===== src/rtl/gate_drive_sequencer_if.sv =====
// Signal bundle between the gate-drive sequencer and its environment: control inputs,
// the dead-time core link, and the driver-pin gate outputs.
interface gate_drive_sequencer_if #(
    parameter int N = 12
);
    logic         enable;
    logic         pwm_cmd;
    logic         fault_in;
    logic         fault_clr;
    logic [N-1:0] dt_cfg;
    logic         dt_cfg_wr;
    logic [1:0]   core_pwm;
    logic         core_pwm_in;
    logic [N-1:0] core_dt;
    logic         gate_hi;
    logic         gate_lo;
    logic [2:0]   state;
    logic [1:0]   fault_code;
    logic         busy;

    // Environment side: drives the controls and returns the core's gate requests.
    modport master (
        output enable, pwm_cmd, fault_in, fault_clr, dt_cfg, dt_cfg_wr, core_pwm,
        input  core_pwm_in, core_dt, gate_hi, gate_lo, state, fault_code, busy
    );

    modport slave (
        input  enable, pwm_cmd, fault_in, fault_clr, dt_cfg, dt_cfg_wr, core_pwm,
        output core_pwm_in, core_dt, gate_hi, gate_lo, state, fault_code, busy
    );
endinterface


===== src/rtl/gate_drive_sequencer.sv =====
// Supervisory sequencer around a half-bridge dead-time core: precharge, arm, run, stop, fault.
// Optional build macro GDS_WATCHDOG_EN adds a pwm_cmd activity watchdog in RUN.
module gate_drive_sequencer #(
    parameter int N          = 12,
    parameter int BOOT_CLKS  = 1000,
    parameter int DT_MIN     = 8,
    parameter int DT_DEFAULT = 50,
    parameter int WDOG_CLKS  = 65535
) (
    input  logic                     clk,
    input  logic                     reset,
    gate_drive_sequencer_if.slave    bus
);

    typedef enum logic [2:0] {
        IDLE  = 3'd0,
        BOOT  = 3'd1,
        ARM   = 3'd2,
        RUN   = 3'd3,
        STOP  = 3'd4,
        FAULT = 3'd5
    } state_t;

    // Counter must cover both the precharge length and the longest settle (dt+2).
    localparam int CNT_W = ($clog2(BOOT_CLKS + 1) > N + 1) ? $clog2(BOOT_CLKS + 1) : N + 1;
    localparam logic [CNT_W-1:0] BOOT_LAST = CNT_W'(BOOT_CLKS - 1);
    localparam logic [N-1:0]     DT_MIN_V  = N'(DT_MIN);
    localparam logic [N-1:0]     DT_DEF_V  = N'(DT_DEFAULT);

    state_t           r_state;
    logic [CNT_W-1:0] r_cnt;
    logic             r_gateHi;
    logic             r_gateLo;
    logic             r_corePwmIn;
    logic [N-1:0]     r_coreDt;
    logic [N-1:0]     r_shadow;
    logic [1:0]       r_faultCode;

    state_t           w_stateNext;
    logic [1:0]       w_faultCodeNext;
    logic             w_shoot;
    logic             w_bootDone;
    logic             w_settleDone;
    logic             w_wdogTrip;
    logic             w_stayRun;
    logic             w_gateHiNext;
    logic             w_gateLoNext;
    logic             w_corePwmInNext;
    logic [N-1:0]     w_dtClamped;
    logic [N-1:0]     w_shadowNext;
    logic             w_applyDt;

    assign w_shoot      = (r_state == RUN) && (bus.core_pwm == 2'b11);
    assign w_bootDone   = (r_cnt == BOOT_LAST);
    assign w_settleDone = (r_cnt == (CNT_W'(r_coreDt) + CNT_W'(1)));

`ifdef GDS_WATCHDOG_EN
    localparam int WD_W = $clog2(WDOG_CLKS + 1);

    logic [WD_W-1:0] r_wdogCnt;
    logic            r_pwmPrev;
    logic            w_toggle;

    assign w_toggle   = (bus.pwm_cmd != r_pwmPrev);
    assign w_wdogTrip = (r_state == RUN) && !w_toggle && (r_wdogCnt == WD_W'(WDOG_CLKS - 1));

    always_ff @(posedge clk) begin
        if (reset) begin
            r_wdogCnt <= '0;
            r_pwmPrev <= 1'b0;
        end else begin
            r_pwmPrev <= bus.pwm_cmd;
            if ((r_state != RUN) || w_toggle) begin
                r_wdogCnt <= '0;
            end else begin
                r_wdogCnt <= r_wdogCnt + WD_W'(1);
            end
        end
    end
`else
    localparam int unusedWdogClks = WDOG_CLKS;

    assign w_wdogTrip = 1'b0;
`endif

    // Fault causes pre-empt normal sequencing; the first cause is what gets latched.
    always_comb begin
        w_stateNext     = r_state;
        w_faultCodeNext = r_faultCode;
        if ((r_state != FAULT) && bus.fault_in) begin
            w_stateNext     = FAULT;
            w_faultCodeNext = 2'd1;
        end else if (w_shoot) begin
            w_stateNext     = FAULT;
            w_faultCodeNext = 2'd2;
        end else if (w_wdogTrip) begin
            w_stateNext     = FAULT;
            w_faultCodeNext = 2'd3;
        end else begin
            unique case (r_state)
                IDLE: begin
                    if (bus.enable) w_stateNext = BOOT;
                end
                BOOT: begin
                    if (!bus.enable)     w_stateNext = STOP;
                    else if (w_bootDone) w_stateNext = ARM;
                end
                ARM: begin
                    if (!bus.enable)       w_stateNext = STOP;
                    else if (w_settleDone) w_stateNext = RUN;
                end
                RUN: begin
                    if (!bus.enable) w_stateNext = STOP;
                end
                STOP: begin
                    if (w_settleDone) w_stateNext = IDLE;
                end
                FAULT: begin
                    if (bus.fault_clr && !bus.fault_in && !bus.enable) begin
                        w_stateNext     = IDLE;
                        w_faultCodeNext = 2'd0;
                    end
                end
                default: begin
                    w_stateNext     = IDLE;
                    w_faultCodeNext = 2'd0;
                end
            endcase
        end
    end

    // Gates only follow the core while staying in RUN, so any exit forces both low on that edge.
    always_comb begin
        w_stayRun       = (r_state == RUN) && (w_stateNext == RUN);
        w_gateHiNext    = w_stayRun && bus.core_pwm[0];
        w_gateLoNext    = (w_stateNext == BOOT) || (w_stayRun && bus.core_pwm[1]);
        w_corePwmInNext = (w_stateNext == RUN) && bus.pwm_cmd;
    end

    // A new dead time reaches the core only when it cannot cut into an active deadband.
    always_comb begin
        w_dtClamped  = (bus.dt_cfg < DT_MIN_V) ? DT_MIN_V : bus.dt_cfg;
        w_shadowNext = bus.dt_cfg_wr ? w_dtClamped : r_shadow;
        w_applyDt    = (r_state == IDLE) || (r_state == FAULT) ||
                       ((w_stateNext == RUN) && bus.pwm_cmd && !r_corePwmIn);
    end

    always_ff @(posedge clk) begin
        if (reset) begin
            r_state     <= IDLE;
            r_cnt       <= '0;
            r_gateHi    <= 1'b0;
            r_gateLo    <= 1'b0;
            r_corePwmIn <= 1'b0;
            r_coreDt    <= DT_DEF_V;
            r_shadow    <= DT_DEF_V;
            r_faultCode <= 2'd0;
        end else begin
            r_state     <= w_stateNext;
            r_cnt       <= (w_stateNext != r_state) ? '0 : r_cnt + CNT_W'(1);
            r_gateHi    <= w_gateHiNext;
            r_gateLo    <= w_gateLoNext;
            r_corePwmIn <= w_corePwmInNext;
            r_shadow    <= w_shadowNext;
            r_faultCode <= w_faultCodeNext;
            if (w_applyDt) begin
                r_coreDt <= w_shadowNext;
            end
        end
    end

    assign bus.gate_hi     = r_gateHi;
    assign bus.gate_lo     = r_gateLo;
    assign bus.core_pwm_in = r_corePwmIn;
    assign bus.core_dt     = r_coreDt;
    assign bus.state       = r_state;
    assign bus.fault_code  = r_faultCode;
    assign bus.busy        = (r_state != IDLE) && (r_state != FAULT);

endmodule


===== src/flat_wrapper.sv =====
// flat-port wrapper written by rule: the top's interface ports become plain ports
module gate_drive_sequencer_flat 
#(
    parameter int N          = 12,
    parameter int BOOT_CLKS  = 1000,
    parameter int DT_MIN     = 8,
    parameter int DT_DEFAULT = 50,
    parameter int WDOG_CLKS  = 65535
)
  (clk, reset, bus_enable, bus_pwm_cmd, bus_fault_in, bus_fault_clr, bus_dt_cfg, bus_dt_cfg_wr, bus_core_pwm, bus_core_pwm_in, bus_core_dt, bus_gate_hi, bus_gate_lo, bus_state, bus_fault_code, bus_busy);
  gate_drive_sequencer_if #(.N(N)) bus_i ();
  input  logic clk;
  input  logic reset;
  input wire logic [$bits(bus_i.enable)-1:0] bus_enable;
  input wire logic [$bits(bus_i.pwm_cmd)-1:0] bus_pwm_cmd;
  input wire logic [$bits(bus_i.fault_in)-1:0] bus_fault_in;
  input wire logic [$bits(bus_i.fault_clr)-1:0] bus_fault_clr;
  input wire logic [$bits(bus_i.dt_cfg)-1:0] bus_dt_cfg;
  input wire logic [$bits(bus_i.dt_cfg_wr)-1:0] bus_dt_cfg_wr;
  input wire logic [$bits(bus_i.core_pwm)-1:0] bus_core_pwm;
  output wire logic [$bits(bus_i.core_pwm_in)-1:0] bus_core_pwm_in;
  output wire logic [$bits(bus_i.core_dt)-1:0] bus_core_dt;
  output wire logic [$bits(bus_i.gate_hi)-1:0] bus_gate_hi;
  output wire logic [$bits(bus_i.gate_lo)-1:0] bus_gate_lo;
  output wire logic [$bits(bus_i.state)-1:0] bus_state;
  output wire logic [$bits(bus_i.fault_code)-1:0] bus_fault_code;
  output wire logic [$bits(bus_i.busy)-1:0] bus_busy;
  assign bus_i.enable = bus_enable;
  assign bus_i.pwm_cmd = bus_pwm_cmd;
  assign bus_i.fault_in = bus_fault_in;
  assign bus_i.fault_clr = bus_fault_clr;
  assign bus_i.dt_cfg = bus_dt_cfg;
  assign bus_i.dt_cfg_wr = bus_dt_cfg_wr;
  assign bus_i.core_pwm = bus_core_pwm;
  assign bus_core_pwm_in = bus_i.core_pwm_in;
  assign bus_core_dt = bus_i.core_dt;
  assign bus_gate_hi = bus_i.gate_hi;
  assign bus_gate_lo = bus_i.gate_lo;
  assign bus_state = bus_i.state;
  assign bus_fault_code = bus_i.fault_code;
  assign bus_busy = bus_i.busy;
  gate_drive_sequencer #(.N(N), .BOOT_CLKS(BOOT_CLKS), .DT_MIN(DT_MIN), .DT_DEFAULT(DT_DEFAULT), .WDOG_CLKS(WDOG_CLKS)) u_core (.clk(clk), .reset(reset), .bus(bus_i));
endmodule

===== config.mk =====
export PLATFORM = sky130hd
export DESIGN_NAME = gate_drive_sequencer_flat
export DESIGN_NICKNAME = d
export VERILOG_FILES = /design/src/rtl/gate_drive_sequencer_if.sv /design/src/rtl/gate_drive_sequencer.sv /design/src/flat_wrapper.sv
export SDC_FILE = /design/constraint.sdc
export NUM_CORES = 1
export LEC_CHECK = 0
export CAP_MARGIN = 0
export CORE_UTILIZATION = 53
export DETAILED_ROUTE_END_ITERATION = 10
export GPL_ROUTABILITY_DRIVEN = 0
export PLACE_DENSITY = 0.82
export SLEW_MARGIN = 25
export SYNTH_ARGS = -nofsm -noshare
export SYNTH_HDL_FRONTEND = slang
export SYNTH_SLANG_ARGS = --single-unit
export TNS_END_PERCENT = 1

===== constraint.sdc =====
create_clock -name clk -period 3.1 [get_ports clk]
set_input_delay 0.31 -clock clk [delete_from_list [all_inputs] [get_ports clk]]
set_output_delay 0.31 -clock clk [all_outputs]
set_load 0.02 [all_outputs]

==> impl_metrics.ini <==
[sta]
setup_tns_ns = 0
slew_headroom_pct = 39.94
hold_ws_ns = 0.4755
layout_min_cycle_time_ns = 2.603
worst_pin_slew_ns = 0.8975
finalSetupViolations = 0
clock-skew-final_ns = 0.007516
hold_viol = 0
fmax_mhz = 384.2
layout_setup_ws_ns = 0.4974
post-route-period-util_pct = 83.96
grt_setup_unrepaired = no
maxSlewViolCount = 0

[critical_path]
rrSetupSlack_ns = 0.50
worstSetupStartpointType = flop
worstPathRequired_ns = 3.29
r2r-start = u_core.bus.core_dt[0]
r2r-end = u_core.bus.core_dt[11]
worstSetupPathType = flop to flop
setup.worst_path.end_class = flop
reg2reg_depth = 7
cp_max_fo = 12
worstPathArrival_ns = 2.79

[final_layout]
drive_gt1_share_pct = 6.061
n_antenna_cell = 0
area_growth_pct = 21.62
num-fill-cells = 356
finalNetCount = 353
final_cells = 382
fin_area_um2 = 2998
utilization_pct = 67.91

[synth]
synth_top_area_share_pct = 36.55
synth-compound-area-share_pct = 17.41
synth_top_flop_cell = dfxtp_1
synth-edff-count = 0
synthSimpleGateAreaFrac_pct = 28.88
yosysMostFrequentCell = dfxtp_1
synth.mux.area_fraction_pct = 2.843
synth-seq-cells = 45
yosysTopAreaCell = dfxtp_1
syn_area_um2 = 2465
synth_warnings = 0
synthXorXnorAreaFrac_pct = 8.173
ys_types = 49
synthAdderAreaFrac_pct = 1.015
yosysSeqAreaShare_pct = 36.55
ys_top_cells_by_area = dfxtp_1 37%, xnor2_1 4.3%, xor2_1 3.9%
synth_top_family_by_area = simple AND/OR/NAND/NOR gates
ys_async_sr_fraction_pct = 0
synth_top_cells_by_count = 45 x dfxtp_1, 25 x nor2_1, 16 x nand2_1
syn_inst = 291
syn_avg_cell_area_um2 = 8.470
syn-num-nets = 314

[floorplanning]
coreArea_um2 = 4414
dieArea_um2 = 4927
die_y_um = 70.20
die_x_um = 70.20
io_pins = 42
initial_core_util_pct = 55.84
core.rowCount = 24

[cts]
ctsHoldBuffers = 0
numClockSinks = 45
clk_path_buf_depth = 2
cts_made_buffers = 5
htreeDepth = 2
clk_latency_ns = 0.30
cts_resized = 0
cts_tree = yes
path_clk_slew_ns = 0.08
cts_setup_buffers = 0
cts_root_buf = clkbuf_8

[route]
drt-wirelength-per-cell_um = 15.49
wl_um = 5918
antenna_left = 0
num_vias = 2321
routed_via_density = 6.076
drc_errors = 0
drt_iter0_drc = 167
drtPass1Iterations = 4

[worst_hold_path]
hold_class = flop to flop
whs_endpoint = u_core.bus.fault_code[0]
min_from = u_core.bus.fault_code[0]
min_path_cells = 2

[run]
max_cap_violations = 0

[global_route]
grt_usage_pct = 24.57
grt_pass1_vias = 1979
grt_max_degree = 27
antenna_found_initial = 0
grt_overflow_total = 0
grt_pass1_wl_um = 9639

[run_status]
outcome = finished, final reports clean

[power_and_ir_drop]
power_mw = 1.326
cellPowerDensity_nw_per_um2 = 442.3
p_leak_nw = 1.073
ir_drop_uv = 293.5

[placement]
placed_cells = 375
dp_hpwl_um = 4356
port_buffers = 41
post_dp_cell_area_um2 = 2912
pre_cts_ws_ns = 0.5390
==> cells by family (layout without fill, tap and decap cells) <==
| group | Yosys count | count (layout) |
|---|---|---|
| and+or+nand+nor | 126 | 126 |
| AOI/OAI and AO/OA | 59 | 59 |
| DFF | 45 | 45 |
| buffers and inverters | 29 | 68 |
| xor gates and xnor gates | 23 | 23 |
| muxes | 7 | 7 |
| adders and majority gates | 2 | 2 |
==> routing by layer <==
layer | vias to the layer above | global-route usage, % | part of all wire (%)
met4 | 0 | 8.667 | 1.5
li1 | 1152 | - | -
met1 | 1097 | 36.31 | 48
met5 | - | 0 | 0
met3 | 13 | 5.195 | 5.8
met2 | 59 | 35.04 | 44
==> layout by cell type, fill, tap and decap left out, types with 11 or more instances in the layout <==
cell,netlist,layout
xnor2_1,12,12
nor4_1,14,14
nor3_1,13,13
xor2_1,11,11
nand2_1,16,16
dfxtp_1,45,45
inv_1,14,14
clkdlybuf4s50_1,0,41
a21oi_1,14,14
nand3_1,12,12
nor2_1,25,25
==> power breakdown <==
part	leakage (nW)	total [mW]	switching, mW	internal (mW)
Combinational	0.661	0.308	0.163	0.145
Clock	0.0443	0.361	0.184	0.177
Sequential	0.369	0.657	0.0462	0.611
Total	1.07	1.33	0.394	0.932
==> worst max-delay path: stages (launching register included) <==
cell	delay, ns
dfxtp_1	0.38
ha_1	0.30
and4_1	0.23
or3_4	0.37
a2111oi_2	0.30
nand4_1	0.23
and4bb_4	0.33
a221o_1	0.35
==> state kept, by name (all words and copies together), names as in the netlist <==
signal and flops:
u_core.bus.fault_code 2, u_core.bus.gate_lo 1, u_core.bus.core_dt 12, u_core.bus.state 3
u_core.r_shadow 12, u_core.r_cnt 13, u_core.bus.gate_hi 1, u_core.bus.core_pwm_in 1
==> how the worst max path moves through the flow <==
stage / from / end / slack (ns) / depth (start not counted)
global placement: u_core.bus.core_dt[0] / u_core.bus.core_dt[11] / 0.58 / 7
finish: u_core.bus.core_dt[0] / u_core.bus.core_dt[11] / 0.50 / 7
global route: u_core.bus.state[0] / u_core.r_cnt[2] / 0.37 / 6
floorplan: u_core.bus.core_dt[0] / u_core.bus.core_dt[3] / 0.58 / 8
detailed placement: u_core.bus.core_dt[0] / u_core.bus.core_dt[11] / 0.54 / 7
CTS: u_core.bus.core_dt[0] / u_core.bus.core_dt[11] / 0.52 / 7
==> area by class of cell <==
| class | count | area (um2) | area share (%) |
|---|---|---|---|
| Multi-Input combinational cell | 217 | 1438 | 47.95 |
| Tap cell | 52 | 65.06 | 2.170 |
| Inverter | 14 | 52.55 | 1.753 |
| Clock buffer | 7 | 86.33 | 2.880 |
| Sequential cell | 45 | 900.9 | 30.05 |
| Timing Repair Buffer | 47 | 455.4 | 15.19 |
(Power assumes the default switching activity.)
